<file path="src/rtl/lsu_ctrl.sv">
// lsu_ctrl: load/store unit between execute and a word-wide data memory.
// Converts RV32I byte/half/word accesses into word reads and writes, using a
// read-modify-write sequence for sub-word stores and sign/zero-extending loads.
//
// Handshake: a request is accepted on a rising edge where req_valid && req_ready;
// req_ready is high only while idle, and the response is a single-cycle
// resp_valid pulse carrying resp_rdata/resp_err (which then hold their values
// until the next response).
module lsu_ctrl #(
    parameter int ADDR_W = 10
) (
    input  logic              clk,
    input  logic              rst_n,
    input  logic              req_valid,
    output logic              req_ready,
    input  logic              req_load,
    input  logic [2:0]        req_funct3,
    input  logic [31:0]       req_addr,
    input  logic [31:0]       req_wdata,
    output logic              resp_valid,
    output logic [31:0]       resp_rdata,
    output logic              resp_err,
    output logic              mem_r_wr,
    output logic [ADDR_W-1:0] mem_daddr,
    output logic [31:0]       mem_din,
    input  logic [31:0]       mem_dout,
    output logic [2:0]        dbg_state
);

    typedef enum logic [2:0] {
        S_IDLE   = 3'd0,
        S_LOAD   = 3'd1,
        S_RMW_RD = 3'd2,
        S_WRITE  = 3'd3,
        S_RESP   = 3'd4
    } state_t;

    state_t              state_q, state_d;
    logic [2:0]          funct3_q, funct3_d;
    logic [1:0]          addr_q, addr_d;      // byte offset within the word
    logic [15:0]         wdata_q, wdata_d;    // only the low half feeds a merge
    logic [ADDR_W-1:0]   daddr_q, daddr_d;
    logic [31:0]         din_q, din_d;
    logic [31:0]         rdata_q, rdata_d;
    logic                err_q, err_d;

    logic                req_legal;
    logic                req_misaligned;
    logic [31:0]         lane_shifted;
    logic [31:0]         load_ext;
    logic [31:0]         merged;

    // Byte-address bits above the word address never reach d_mem.
    logic unused_addr_hi;
    assign unused_addr_hi = ^req_addr[31:ADDR_W+2];

    // Classify the incoming request: legal funct3 for its direction, and alignment.
    always_comb begin
        req_legal      = 1'b0;
        req_misaligned = 1'b0;
        case (req_funct3)
            3'b000: req_legal = 1'b1;
            3'b001: begin
                req_legal      = 1'b1;
                req_misaligned = req_addr[0];
            end
            3'b010: begin
                req_legal      = 1'b1;
                req_misaligned = |req_addr[1:0];
            end
            3'b100: req_legal = req_load;
            3'b101: begin
                req_legal      = req_load;
                req_misaligned = req_addr[0];
            end
            default: req_legal = 1'b0;
        endcase
    end

    // Load lane extraction: shift the addressed lane down, then extend by funct3.
    always_comb begin
        lane_shifted = mem_dout >> {addr_q, 3'b000};
        case (funct3_q)
            3'b000:  load_ext = {{24{lane_shifted[7]}}, lane_shifted[7:0]};
            3'b001:  load_ext = {{16{lane_shifted[15]}}, lane_shifted[15:0]};
            3'b100:  load_ext = {24'd0, lane_shifted[7:0]};
            3'b101:  load_ext = {16'd0, lane_shifted[15:0]};
            default: load_ext = mem_dout;
        endcase
    end

    // Sub-word store merge: overlay the store byte/half onto the word just read.
    always_comb begin
        merged = mem_dout;
        if (funct3_q[1:0] == 2'b01) begin
            if (addr_q[1]) merged[31:16] = wdata_q;
            else           merged[15:0]  = wdata_q;
        end else begin
            case (addr_q)
                2'd0: merged[7:0]   = wdata_q[7:0];
                2'd1: merged[15:8]  = wdata_q[7:0];
                2'd2: merged[23:16] = wdata_q[7:0];
                default: merged[31:24] = wdata_q[7:0];
            endcase
        end
    end

    // Next-state and datapath register updates.
    always_comb begin
        state_d  = state_q;
        funct3_d = funct3_q;
        addr_d   = addr_q;
        wdata_d  = wdata_q;
        daddr_d  = daddr_q;
        din_d    = din_q;
        rdata_d  = rdata_q;
        err_d    = err_q;
        case (state_q)
            S_IDLE: begin
                if (req_valid) begin
                    funct3_d = req_funct3;
                    addr_d   = req_addr[1:0];
                    wdata_d  = req_wdata[15:0];
                    if (!req_legal || req_misaligned) begin
                        // Rejected without touching memory.
                        rdata_d = 32'd0;
                        err_d   = 1'b1;
                        state_d = S_RESP;
                    end else begin
                        daddr_d = req_addr[ADDR_W+1:2];
                        if (req_load) begin
                            state_d = S_LOAD;
                        end else if (req_funct3 == 3'b010) begin
                            din_d   = req_wdata;
                            state_d = S_WRITE;
                        end else begin
                            state_d = S_RMW_RD;
                        end
                    end
                end
            end
            S_LOAD: begin
                rdata_d = load_ext;
                err_d   = 1'b0;
                state_d = S_RESP;
            end
            S_RMW_RD: begin
                din_d   = merged;
                state_d = S_WRITE;
            end
            S_WRITE: begin
                rdata_d = 32'd0;
                err_d   = 1'b0;
                state_d = S_RESP;
            end
            S_RESP: state_d = S_IDLE;
            default: state_d = S_IDLE;
        endcase
    end

    // State and datapath registers; async reset forces idle and read mode at once.
    always_ff @(posedge clk or negedge rst_n) begin
        if (!rst_n) begin
            state_q  <= S_IDLE;
            funct3_q <= 3'd0;
            addr_q   <= 2'd0;
            wdata_q  <= 16'd0;
            daddr_q  <= '0;
            din_q    <= 32'd0;
            rdata_q  <= 32'd0;
            err_q    <= 1'b0;
        end else begin
            state_q  <= state_d;
            funct3_q <= funct3_d;
            addr_q   <= addr_d;
            wdata_q  <= wdata_d;
            daddr_q  <= daddr_d;
            din_q    <= din_d;
            rdata_q  <= rdata_d;
            err_q    <= err_d;
        end
    end

    assign req_ready  = (state_q == S_IDLE);
    assign resp_valid = (state_q == S_RESP);
    assign resp_rdata = rdata_q;
    assign resp_err   = err_q;
    assign mem_r_wr   = (state_q != S_WRITE);
    assign mem_daddr  = daddr_q;
    assign mem_din    = din_q;
    assign dbg_state  = state_q;

endmodule
</file>
<file path="config.mk">
export PLATFORM = sky130hd
export DESIGN_NAME = lsu_ctrl
export DESIGN_NICKNAME = d
export VERILOG_FILES = /design/src/rtl/lsu_ctrl.sv
export SDC_FILE = /design/constraint.sdc
export NUM_CORES = 1
export LEC_CHECK = 0
export ABC_CLOCK_PERIOD_IN_PS = 5510
export BUFFER_PORTS_ARGS = -buffer_cell sky130_fd_sc_hd__buf_2
export CAP_MARGIN = 10
export CORE_UTILIZATION = 40
export CTS_BUF_LIST = sky130_fd_sc_hd__clkbuf_4 sky130_fd_sc_hd__clkbuf_8
export CTS_CLUSTER_SIZE = 28
export DETAILED_ROUTE_END_ITERATION = 10
export PLACE_DENSITY_LB_ADDON = 0.08
export REMOVE_ABC_BUFFERS = 1
export SLEW_MARGIN = 5
export SYNTH_ARGS = -nofsm -noshare
export SYNTH_HDL_FRONTEND = slang
export SYNTH_SLANG_ARGS = --single-unit
</file>
<file path="constraint.sdc">
create_clock -name clk -period 5.51 [get_ports clk]
set_input_delay 0 -clock clk [delete_from_list [all_inputs] [get_ports clk]]
set_output_delay 0 -clock clk [all_outputs]
set_load 0.02 [all_outputs]
</file>
== Yosys cells after proc, flatten, opt, wreduce, memory -nomap -nowiden ==
Cells that the tools add are included.
Word-level totals
  register bits: 99
Operators by class
  equality and inequality tests: 20
  shift operators: 1
  mux-type cells: 26
  bitwise operators: 1
  reduce and logical (&&, ||, !) cells: 20
Operators with widths (number)
  $mux W32: 7
  $pmux W32 S4: 1
  $pmux W32 S3: 1
  $pmux W32 S2: 1
  $mux W16: 2
  $mux W8: 4
  $shr A32 B5 Y16: 1
  $eq A3 B3 Y1 const B: 5
  $eq A3 B1 Y1 const B: 3
  $eq A3 B2 Y1 const B: 3
  $logic_not A3 Y1: 3
  $pmux W3 S3: 1
  $reduce_and A3 Y1: 3
  $reduce_or A2 Y1: 4
  $mux W3: 2
  $ne A2 B2 Y1 const B: 3
  $pmux W1 S2: 3
  $reduce_or A3 Y1: 2
  $reduce_and A5 Y1: 1
  $eq A2 B1 Y1 const B: 2
  $ne A2 B1 Y1 const B: 2
  $reduce_bool A2 Y1: 2
  $mux W1: 3
  $ne A3 B2 Y1 const B: 1
  other kinds (8): 8

== Depth between registers and ports, before layout ==
  depth in word-level cells: 8
  mapped depth: 7
  mapped depth without buffers: 4

== Worst setup path before layout ==
Ideal clock, no wire load.
  kind: flip-flop to flip-flop
  from: reg state_q[1], in the netlist dbg_state[1]
  to: reg wdata_q[0]
  library setup time: 0.125 ns
  arrival time: 2.148 ns
  data required time: 5.385 ns
  slack: 3.237 ns
  stages on the path, launching flop included: 7
  buffers on the path: 3
  period minus slack after synthesis: 2.273 ns
  cell sequence: dfrtp_1 > buf_6 > nor3_1 > and2_1 > buf_2 > buf_2 > mux2_2
On the way
  word-level cells in the longest chain between the ends: 2
RTL lines
  start, declared: line 38  | state_t state_q, state_d;
  start signal, assigned: line 173  | state_q <= state_d;
  $logic_not A3 Y1
  net req_ready: line 15  | output logic req_ready,
  $reduce_and A2 Y1 (no source line)
  end signal, assigned: line 176  | wdata_q <= wdata_d;
  end, declared: line 41  | logic [15:0] wdata_q, wdata_d;
The timed path passes the listed nets, and every way through them passes these cells.
A chain may end at the register's enable or synchronous reset.

== Worst setup path in the final report ==
  from: reg addr_q[1]
  to: reg rdata_q[23], in the netlist resp_rdata[23]
On the way
  word-level cells in the longest chain between the ends: 3
RTL lines
  start, declared: line 40  | logic [1:0] addr_q, addr_d;
  start signal, assigned: line 175  | addr_q <= addr_d;
  $shr A32 B5 Y16: line 82  | lane_shifted = mem_dout >> {addr_q, 3'b000};
  $pmux W32 S4: line 83  | case (funct3_q)
  $pmux W32 S3: line 118  | case (state_q)
  end signal, assigned: line 179  | rdata_q <= rdata_d;
  end, declared: line 44  | logic [31:0] rdata_q, rdata_d;
Every way passes these cells.

==> flow_summary_export.csv <==
group,metric,value,unit
run_status,status,"finished clean",
pwr,seqPwrFrac,36.2,%
pwr,swShare,42.8,%
hold_path,worstHoldPathType,"input pin to register",
detailed_routing,vias_per_cell,5.61,
synth,synth_flop_cell,"dfrtp_1",
floorplan,ios,184,
synth,synth_top_area_share,49.2,%
pwr,intPower,2.01,mW
layout,area.growth.synth_to_final,37.7,%
layout,multi_input_area,2360,um^2
sta,fmax,379,MHz
placement,pre_cts_ws,2.94,ns
synth,avgSynthCellArea,11.0,um^2
clock_tree,clk_pin_slew,0.09,ns
global_route,grt_max_degree,59,
global_route,track_usage,25.5,%
floorplan,die_h,114,um
layout,layout-drive-gt1-share,35.1,%
pwr,switchingPower,1.50,mW
detailed_routing,drt_wl_total,16400,um
pwr,clockPowerShare,14.2,%
setup_path,criticalPathCategory,"register to register",
placement,gp_congestion,0.853,
sta,tightest_slew,1.18,ns
sta,hold_violations,0,
sta,relSlewSlack,21.3,%
synth,ys_seq_area_share,49.2,%
synth,synth_warnings,0,
flow_run,maxCapViolations,0,
synth,netlist_instances,458,
floorplan,core,12200,um^2
placement,dp_hpwl,10900,um
layout,diodes,0,
synth,synth_enable_flop_cells,0,
synth,ys_top_cells_by_count,"dfrtp_1, nand2_1, mux2_2",
floorplan,row_count,40,
pwr,ir_drop,201,uV
clock_tree,numCtsBuffers,9,
setup_path,required,5.83,ns
pwr,powerDensity,506,nW/um^2
layout,final_nets,784,
clock_tree,ctsLongestPathBuffers,2,
pwr,comb_power_share,49.7,%
sta,worst_slack,2.87,ns
synth,syn_area,5030,um^2
synth,synth-seq-cells,99,
detailed_routing,ant_nets,0,
clock_tree,cts-root-buf,"clkbuf_8",
sta,period_share,47.9,%
global_route,grt_antenna_before_repair,0,
clock_tree,cts_sinks,99,
detailed_routing,drcViolationCount,0,
sta,tns,0,ns
synth,synth_top_cell_by_area,"dfrtp_1",
detailed_routing,vias,4791,
sta,rsz0062_at_grt,"false",
synth,async_reset_ff_share,100,%
synth,yosysUniqueCellTypes,44,
synth,yosysMostFrequentCell,"dfrtp_1",
floorplan,die_area,13000,um^2
sta,drv_slew,0,
synth,yosys-top-cells-area,"dfrtp_1, mux2_2, mux2i_1, a221o_1, nand2_1",
clock_tree,htree_levels,3,
sta,period_minus_slack,2.64,ns
detailed_routing,dr.pass1.iters,5,
sta,finalSetupViolCount,0,
detailed_routing,drt_iter0_markers,272,
setup_path,end_kind,"register",
global_route,grt_pass1_vias,4524,
clock_tree,cts_tree,"yes",
layout,regArea,2480,um^2
setup_path,arrival,2.96,ns
layout,fill_cells,1089,
global_route,grt_pass1_wl,24900,um
sta,worst_clock_skew,0.0126,ns
floorplan,initial_core_util,41.4,%
floorplan,die_w,114,um
setup_path,worst-path-max-fanout,34,
pwr,leakagePower,3.21,nW
global_route,grt-ovfl-total,0,
clock_tree,clk_latency,0.38,ns
detailed_routing,avgRoutedWirePerCell,19.1,um
placement,io_buffers,163,
setup_path,start_kind,"register",
==> flip-flops by register name, summed over array words and instances, names as in the netlist <==
signal      flops
addr_q          2
dbg_state       3
funct3_q        3
mem_daddr      10
mem_din        32
resp_err        1
resp_rdata     32
wdata_q        16
==> worst paths after layout <==
kind	startpoint	to	slack [ns]	depth (start not counted)
setup / recovery	addr_q[1]	resp_rdata[23]	2.87	5
hold / removal	mem_dout[15]	mem_din[15]	0.03	3
setup reg to reg	addr_q[1]	resp_rdata[23]	2.87	5
hold reg to reg	resp_err	resp_err	0.49	1
max in group asynchronous	rst_n	dbg_state[0]	4.22	3
min in group asynchronous	rst_n	resp_rdata[19]	0.14	2
==> power groups by stage <==
stage	logic [mW]	registers (mW)	clock network, mW
final	1.74	1.27	0.497
after global routing	1.87	1.31	0.537
after CTS	1.74	1.27	0.509
after detailed placement	1.69	1.27	0
after global placement	1.67	1.27	0
after floorplan	0.751	1.62	0
==> what timing repair did <==
item,in CTS,in global routing
hold endpoints to repair,133,0
setup buffers,0,0
hold buffers,77,0
resized for setup,0,0
==> area by class of cell <==
| class | instances | area share, % |
|---|---|---|
| Sequential cell | 99 | 35.7 |
| Timing Repair Buffer | 249 | 23.8 |
| Clock buffer | 14 | 2.42 |
| Tap cell | 168 | 3.03 |
| Inverter | 8 | 0.433 |
| Multi-Input combinational cell | 314 | 34.0 |
| Clock inverter | 2 | 0.505 |
==> critical path: stages, from the launching register on <==
cell      delay [ns]
dfrtp_1         0.33
buf_4           0.32
nor2b_1         0.63
a22oi_1         0.27
a211oi_4        0.78
a221o_2         0.23
==> stage by stage <==
step           hold slack, ns  power, mW  instances  instance area (um^2)  utilization [%]
4_1_cts               0.00270       3.51        853                  6930             57.0
2_1_floorplan          -0.296       2.37        421                  4860                -
6_report               0.0295       3.51        854                  6940             57.0
3_3_place_gp           0.0247       2.94        760                  5960             49.0
5_1_grt                0.0356       3.71        854                  6940             57.0
3_5_place_dp           0.0243       2.97        760                  5960             49.0
==> cells by family (layout without fill, tap and decap cells) <==
family,count (synthesis),count (layout),share of synthesized area [%]
mux,67,67,14.5
flops,99,99,49.2
compound gates,149,149,22.8
buf+inv,45,273,4.00
simple gates,98,98,9.54
==> metal layers <==
layer | GRT usage [%] | vias up | routed length [um]
li1 | - | 2201 | -
met1 | 35.0 | 2390 | 7480
met2 | 40.1 | 166 | 7700
met3 | 3.34 | 34 | 709
met4 | 12.2 | 0 | 466
met5 | 0 | - | 0
==> cell usage in the layout (no fill, tap or decap), types with 8 or more instances in the layout <==
cell type        n
buf_4            9
dfrtp_1         99
buf_2          162
clkbuf_8        10
o2bb2ai_1       14
o221ai_1        16
a221o_1         24
mux2i_1         30
a221o_2         10
a31oi_1         16
nand2b_1         9
nand2_1         50
mux2_2          36
inv_1            8
dlygate4sd3_1   77
a21oi_1         34
nand3_1         14
(Power assumes the default switching activity.)
